--- config.mk ---
export PLATFORM = sky130hd
export DESIGN_NAME = ecc_69_enc_pipe_flat
export DESIGN_NICKNAME = d
export VERILOG_FILES = /design/src/rtl/ecc_69_enc_pipe_if.sv /design/src/rtl/ecc_69_enc_pipe.sv /design/src/flat_wrapper.sv
export SDC_FILE = /design/constraint.sdc
export NUM_CORES = 1
export LEC_CHECK = 0
export ABC_AREA = 1
export BUFFER_PORTS_ARGS = -buffer_cell sky130_fd_sc_hd__buf_2
export CAP_MARGIN = 10
export CORE_ASPECT_RATIO = 2
export CORE_MARGIN = 4
export CORE_UTILIZATION = 41
export CTS_BUF_LIST = sky130_fd_sc_hd__clkbuf_8
export DETAILED_ROUTE_END_ITERATION = 10
export SLEW_MARGIN = 20
export SYNTH_ARGS = -nofsm -noshare
export SYNTH_HDL_FRONTEND = slang
export SYNTH_SLANG_ARGS = --single-unit
--- constraint.sdc ---
create_clock -name clk -period 1.85 [get_ports clk]
set_input_delay 0 -clock clk [delete_from_list [all_inputs] [get_ports clk]]
set_output_delay 0 -clock clk [all_outputs]
set_load 0.02 [all_outputs]
--- src/rtl/ecc_69_enc_pipe_if.sv ---
// Stream bus of the SECDED write-path encoder: the accepted input beat and
// the registered, encoded output beat.
interface ecc_69_enc_pipe_if #(
    parameter int DATA_WIDTH   = 69,
    parameter int PARITY_WIDTH = 8
);
    logic                    in_valid;
    logic                    in_ready;
    logic [DATA_WIDTH-1:0]   data_in;
    logic                    bypass;
    logic                    out_valid;
    logic                    out_ready;
    logic [DATA_WIDTH-1:0]   data_out;
    logic [PARITY_WIDTH-1:0] parity_out;
    logic                    ecc_fault;

    // Producer of beats and consumer of the encoded result (bench or upstream logic)
    modport master (
        output in_valid, data_in, bypass, out_ready,
        input  in_ready, out_valid, data_out, parity_out, ecc_fault
    );

    // The encoder itself
    modport slave (
        input  in_valid, data_in, bypass, out_ready,
        output in_ready, out_valid, data_out, parity_out, ecc_fault
    );
endinterface

--- src/rtl/ecc_69_enc_pipe.sv ---
// SECDED encoder for a 69-bit write path: one register stage, lockstep
// primary/shadow encoders with a saturating mismatch counter, and a one-shot
// error injector that corrupts the data after parity has been computed.

// Hamming encoder: data bit i sits at codeword position p(i), the (i+1)-th
// integer >= 3 that is not a power of two; the top bit is overall parity.
module ecc_69_enc_core #(
    parameter int DATA_WIDTH   = 69,
    parameter int PARITY_WIDTH = 8
) (
    input  logic [DATA_WIDTH-1:0]   data,
    output logic [PARITY_WIDTH-1:0] parity
);
    function automatic logic [PARITY_WIDTH-1:0] encode(input logic [DATA_WIDTH-1:0] d);
        logic [PARITY_WIDTH-1:0] p;
        int unsigned             pos;
        p   = '0;
        pos = 3;
        for (int i = 0; i < DATA_WIDTH; i++) begin
            // Powers of two are never adjacent above 2, so one skip is enough.
            if ((pos & (pos - 1)) == 0) pos = pos + 1;
            for (int k = 0; k < PARITY_WIDTH - 1; k++)
                p[k] = p[k] ^ (d[i] & pos[k]);
            pos = pos + 1;
        end
        p[PARITY_WIDTH-1] = (^d) ^ (^p[PARITY_WIDTH-2:0]);
        return p;
    endfunction

    // Purely combinational parity generation
    always_comb parity = encode(data);
endmodule

module ecc_69_enc_pipe #(
    parameter int DATA_WIDTH   = 69,
    parameter int PARITY_WIDTH = 8
) (
    input  logic                clk,
    input  logic                rst_n,
    ecc_69_enc_pipe_if.slave    bus,
    input  logic                ecc_fault_detc_en,
    input  logic                cmp_force,
    input  logic                inj_arm,
    input  logic [1:0]          inj_mode,
    input  logic [6:0]          inj_bit_a,
    input  logic [6:0]          inj_bit_b,
    output logic [7:0]          fault_cnt,
    output logic                inj_busy
);
    typedef enum logic {IDLE, ARMED} inj_state_t;

    inj_state_t              state, state_nxt;
    logic                    accept_p0;
    logic                    consume_p0;
    logic                    mismatch_p0;
    logic [PARITY_WIDTH-1:0] par_pri_p0;
    logic [PARITY_WIDTH-1:0] par_shd_p0;
    logic [DATA_WIDTH-1:0]   inj_mask_p0;
    logic                    vld_p1;
    logic [DATA_WIDTH-1:0]   data_p1;
    logic [PARITY_WIDTH-1:0] par_p1;
    logic                    fault_p1;

    // ---- stage p0: combinational encode, compare and injection mask ----
    ecc_69_enc_core #(.DATA_WIDTH(DATA_WIDTH), .PARITY_WIDTH(PARITY_WIDTH)) u_enc_pri (
        .data   (bus.data_in),
        .parity (par_pri_p0)
    );

    ecc_69_enc_core #(.DATA_WIDTH(DATA_WIDTH), .PARITY_WIDTH(PARITY_WIDTH)) u_enc_shd (
        .data   (bus.data_in),
        .parity (par_shd_p0)
    );

    assign bus.in_ready = ~vld_p1 | bus.out_ready;
    assign accept_p0    = bus.in_valid & bus.in_ready;
    assign consume_p0   = accept_p0 & ~bus.bypass & (state == ARMED);
    assign mismatch_p0  = ecc_fault_detc_en &
                          (par_pri_p0 != (par_shd_p0 ^ {{(PARITY_WIDTH-1){1'b0}}, cmp_force}));
    assign inj_busy     = (state == ARMED);

    // Injection mask from the indices sampled on the consuming beat
    always_comb begin
        inj_mask_p0 = '0;
        if (consume_p0) begin
            for (int i = 0; i < DATA_WIDTH; i++) begin
                if ((inj_mode == 2'b01 || inj_mode == 2'b10) && inj_bit_a == 7'(i))
                    inj_mask_p0[i] = 1'b1;
                if (inj_mode == 2'b10 && inj_bit_b == 7'(i))
                    inj_mask_p0[i] = 1'b1;
            end
        end
    end

    // Injection FSM state register
    always_ff @(posedge clk or negedge rst_n) begin
        if (!rst_n) state <= IDLE;
        else        state <= state_nxt;
    end

    // Injection FSM next state: arming is ignored while already armed
    always_comb begin
        state_nxt = state;
        case (state)
            IDLE:    if (inj_arm)    state_nxt = ARMED;
            ARMED:   if (consume_p0) state_nxt = IDLE;
            default:                 state_nxt = IDLE;
        endcase
    end

    // ---- stage p1: output register, held while downstream stalls ----
    always_ff @(posedge clk or negedge rst_n) begin
        if (!rst_n) begin
            vld_p1   <= 1'b0;
            data_p1  <= '0;
            par_p1   <= '0;
            fault_p1 <= 1'b0;
        end else if (accept_p0) begin
            vld_p1   <= 1'b1;
            data_p1  <= bus.data_in ^ inj_mask_p0;
            par_p1   <= bus.bypass ? '0 : par_pri_p0;
            fault_p1 <= mismatch_p0 & ~bus.bypass;
        end else if (bus.out_ready) begin
            vld_p1   <= 1'b0;
        end
    end

    // Saturating count of accepted, non-bypass beats whose encoders disagree
    always_ff @(posedge clk or negedge rst_n) begin
        if (!rst_n)
            fault_cnt <= 8'd0;
        else if (accept_p0 && mismatch_p0 && !bus.bypass && fault_cnt != 8'hFF)
            fault_cnt <= fault_cnt + 8'd1;
    end

    assign bus.out_valid  = vld_p1;
    assign bus.data_out   = data_p1;
    assign bus.parity_out = par_p1;
    assign bus.ecc_fault  = fault_p1 & vld_p1;
endmodule

--- src/flat_wrapper.sv ---
// flat-port wrapper written by rule: the top's interface ports become plain ports
module ecc_69_enc_pipe_flat 
#(
    parameter int DATA_WIDTH   = 69,
    parameter int PARITY_WIDTH = 8
)
  (clk, rst_n, ecc_fault_detc_en, cmp_force, inj_arm, inj_mode, inj_bit_a, inj_bit_b, fault_cnt, inj_busy, bus_in_valid, bus_data_in, bus_bypass, bus_out_ready, bus_in_ready, bus_out_valid, bus_data_out, bus_parity_out, bus_ecc_fault);
  ecc_69_enc_pipe_if #(.DATA_WIDTH(DATA_WIDTH), .PARITY_WIDTH(PARITY_WIDTH)) bus_i ();
  input  logic clk;
  input  logic rst_n;
  input  logic ecc_fault_detc_en;
  input  logic cmp_force;
  input  logic inj_arm;
  input  logic [1:0] inj_mode;
  input  logic [6:0] inj_bit_a;
  input  logic [6:0] inj_bit_b;
  output logic [7:0] fault_cnt;
  output logic inj_busy;
  input wire logic [$bits(bus_i.in_valid)-1:0] bus_in_valid;
  input wire logic [$bits(bus_i.data_in)-1:0] bus_data_in;
  input wire logic [$bits(bus_i.bypass)-1:0] bus_bypass;
  input wire logic [$bits(bus_i.out_ready)-1:0] bus_out_ready;
  output wire logic [$bits(bus_i.in_ready)-1:0] bus_in_ready;
  output wire logic [$bits(bus_i.out_valid)-1:0] bus_out_valid;
  output wire logic [$bits(bus_i.data_out)-1:0] bus_data_out;
  output wire logic [$bits(bus_i.parity_out)-1:0] bus_parity_out;
  output wire logic [$bits(bus_i.ecc_fault)-1:0] bus_ecc_fault;
  assign bus_i.in_valid = bus_in_valid;
  assign bus_i.data_in = bus_data_in;
  assign bus_i.bypass = bus_bypass;
  assign bus_i.out_ready = bus_out_ready;
  assign bus_in_ready = bus_i.in_ready;
  assign bus_out_valid = bus_i.out_valid;
  assign bus_data_out = bus_i.data_out;
  assign bus_parity_out = bus_i.parity_out;
  assign bus_ecc_fault = bus_i.ecc_fault;
  ecc_69_enc_pipe #(.DATA_WIDTH(DATA_WIDTH), .PARITY_WIDTH(PARITY_WIDTH)) u_core (.clk(clk), .rst_n(rst_n), .bus(bus_i), .ecc_fault_detc_en(ecc_fault_detc_en), .cmp_force(cmp_force), .inj_arm(inj_arm), .inj_mode(inj_mode), .inj_bit_a(inj_bit_a), .inj_bit_b(inj_bit_b), .fault_cnt(fault_cnt), .inj_busy(inj_busy));
endmodule
==> results.txt <==
CP most frequent cell: nor2_4
Slew headroom: 0.6047
CTS tree: yes
IO Pins: 182
CP arrival: 2.06 ns
maximum clock skew at final layout: 0.01657 ns
first-pass GRT wire length: 50540 um
Mapped Avg Cell Area: 6.090 um2
r2r setup slk: 0.03 ns
crit path time final: 1.823 ns
Max IR drop VDD: 464.7 uV
wire per inst: 17.02 um
Core ar.: 19910 um2
share of layout cells above drive strength 1: 0.2505
max incr delay on CP: 0.42 ns
most numerous cell in the Yosys netlist: nand2_1
dominant cell type by area after synthesis: dfrtp_1
# setup viols final: 0
R2R Path End: u_core.bus.data_out[26]
WP data required: 2.09 ns
antenna cells: 0
largest net degree at the start of global routing: 149
P_leak: 5.875 nW
Max Cap Viol: 0
Post-synth top flop: dfrtp_1
H-tree depth: 3
cell area power density: 703.6 nW/um2
Seq cells post-synth: 88
number of global-route vias before repair: 9518
WHS Path Cells: 3
routed via count: 9433
number of buffers created by CTS: 9
Final Hold Vio Count: 0
Rows: 73
Starting Density: 0.4172
area of the die: 22740 um2
Die Y: 209.3 um
global-route usage over all layers: 0.2938
RSZ-0062 raised after global routing: true
Hold Path Class: input port to flop
number of synthesized flops with an enable pin: 0
Setup CP Type: flop to flop
Yosys top cell area share: 0.2651
nets@finish: 1743
most instantiated cells after synthesis: nand2_1, inv_1, xor2_1, dfrtp_1, o21ai_0
# clock sinks: 88
hold endpoint: u_core.bus.data_out[2]
status: complete, no violations
CTS max path bufs: 2
DRT Pass-1 Iters: 7
initial antenna violation count: 0
post-route antenna net violation count: 0
vias per cell: 4.926
Placed Cells: 1881
crit share post-route: 0.9855
post-synth cell types: 29
register area share after synthesis: 0.2651
synth warn: 0
setup_tns: 0 ns
drt initial violations: 427
dominant cells by area after synthesis: dfrtp_1, nand2_1, xor2_1
mapped cell area: 8307 um2
CP Capture Type: flop
Post-DP HPWL: 27320 um
Clk Tree Root Cell: clkbuf_8
Worst Reg-to-Reg Cells: 9
Slew @ Worst Pin: 0.5930 ns
clk slew on worst S/H paths: 0.09 ns
Routed WL: 32600 um
Post-Syn Nets: 1459
setup ws final: 0.02685 ns
CP max FO: 18
RR Startpoint: u_core.bus.out_valid
chip width: 108.7 um
DRC: 0
Hold Crit Start: bus_data_in[2]
dpl ws: -0.1386 ns
max-slew violations: 0
final RePlAce weighted congestion: 0.9627
Port-buffer cells: 181
critical path cell sequence: nand2_2 -> nand2_4 -> nor2_4 -> inv_4 -> nor2_4 -> bufbuf_16 -> nand2_1 -> xor2_1 -> o21ai_0
Skew-Pair Late Insertion Delay: 0.39 ns
Post-Layout Cell Count: 1915
Area growth syn-to-layout: 31.32%
overall power: 7.675 mW
CP max-delay cell: dfrtp_2
Startpoint Class: flop
asr flop ratio synth: 1.000
Mapped Cells: 1364
grt ovf: 0
Fmax: 548.5 MHz
worst max-delay path by stage:
stage	startpoint	end	cells after the start
4_1_cts	u_core.bus.out_valid	u_core.bus.data_out[44]	9
3_5_place_dp	bus_data_in[18]	u_core.bus.parity_out[7]	24
6_report	u_core.bus.out_valid	u_core.bus.data_out[26]	9
2_1_floorplan	u_core.bus.out_valid	u_core.fault_cnt[7]	11
5_1_grt	u_core.bus.out_valid	u_core.bus.data_out[34]	9
3_3_place_gp	bus_data_in[18]	u_core.bus.parity_out[7]	24
routing by layer:
layer	global-route usage	share of wire	vias up
li1	-	-	4799
met3	0.03724	0.044	99
met5	0	0	-
met4	0.2110	0.084	0
met2	0.5193	0.51	308
met1	0.3122	0.36	4227
worst max-delay path, delay by kind of cell (launching register included):
| family | cells | cell delay [ns] |
|---|---|---|
| AND/OR/NAND/NOR | 5 | 0.58 |
| flip-flops | 1 | 0.42 |
| buffers and inverters | 2 | 0.39 |
| XOR/XNOR | 1 | 0.18 |
| AO/OA/AOI/OAI | 1 | 0.10 |
layout make-up:
type | instances | area [um2]
clock buffers | 9 | 123.9
clock inverters | 7 | 96.34
fillers | 2154 | 9004
inverters | 183 | 689.4
multi-input cells | 1045 | 5326
flip-flops and latches | 88 | 2203
well taps | 262 | 327.8
repair buffers | 321 | 2141
where the power goes:
part / internal (mW) / switching [mW] / total (mW)
sequential: 2.22 / 0.179 / 2.40
clock: 0.768 / 0.772 / 1.54
combinational: 1.42 / 2.31 / 3.73
total: 4.41 / 3.26 / 7.67
sequential cells by signal, summed over array words and instances, names as in the netlist:
name and cells:
u_core.bus.out_valid 1, u_core.bus.parity_out 8, u_core.fault_p1 1, u_core.fault_cnt 8, u_core.inj_busy 1, u_core.bus.data_out 69
through the flow:
stage / hold slack, ns / util / cell area, um2
5_1_grt: 0.01939 / 0.5478 / 10910
4_1_cts: 0.0005782 / 0.5402 / 10760
2_1_floorplan: -0.2956 / - / 8315
6_report: 0.005576 / 0.5478 / 10910
3_5_place_dp: 0.007909 / 0.5200 / 10350
3_3_place_gp: 0.008590 / 0.5200 / 10350
layout by cell type, fill, tap and decap left out, types with 10 or more instances in the layout:
cell | Yosys | final
nand3_1 | 70 | 69
xor2_1 | 102 | 95
nor3_1 | 14 | 14
nor2_1 | 76 | 73
o22ai_1 | 57 | 57
buf_4 | 5 | 116
nand2_1 | 551 | 536
o21ai_1 | 2 | 10
xnor2_1 | 29 | 29
dfrtp_1 | 88 | 87
inv_2 | 24 | 26
nand2_2 | 25 | 37
buf_2 | 14 | 180
o21ai_0 | 83 | 75
inv_1 | 158 | 156
dlygate4sd3_1 | 0 | 10
nand4_1 | 11 | 11
cells by family after synthesis:
family                   share of synthesized area
AND/OR/NAND/NOR                             0.3716
adder cells (fa/ha/maj)                   0.003012
XOR/XNOR                                    0.1499
buffers and inverters                       0.1100
AO/OA/AOI/OAI                               0.1005
flip-flops                                  0.2651
repair_timing:
item	in CTS	in global routing
pin swaps	3	12
setup endpoints to repair	3	33
hold endpoints to repair	48	0
gates cloned	1	0
resized for setup	4	39
setup buffers	4	4
hold buffers	10	0
Power figures use the tool's default switching activity.
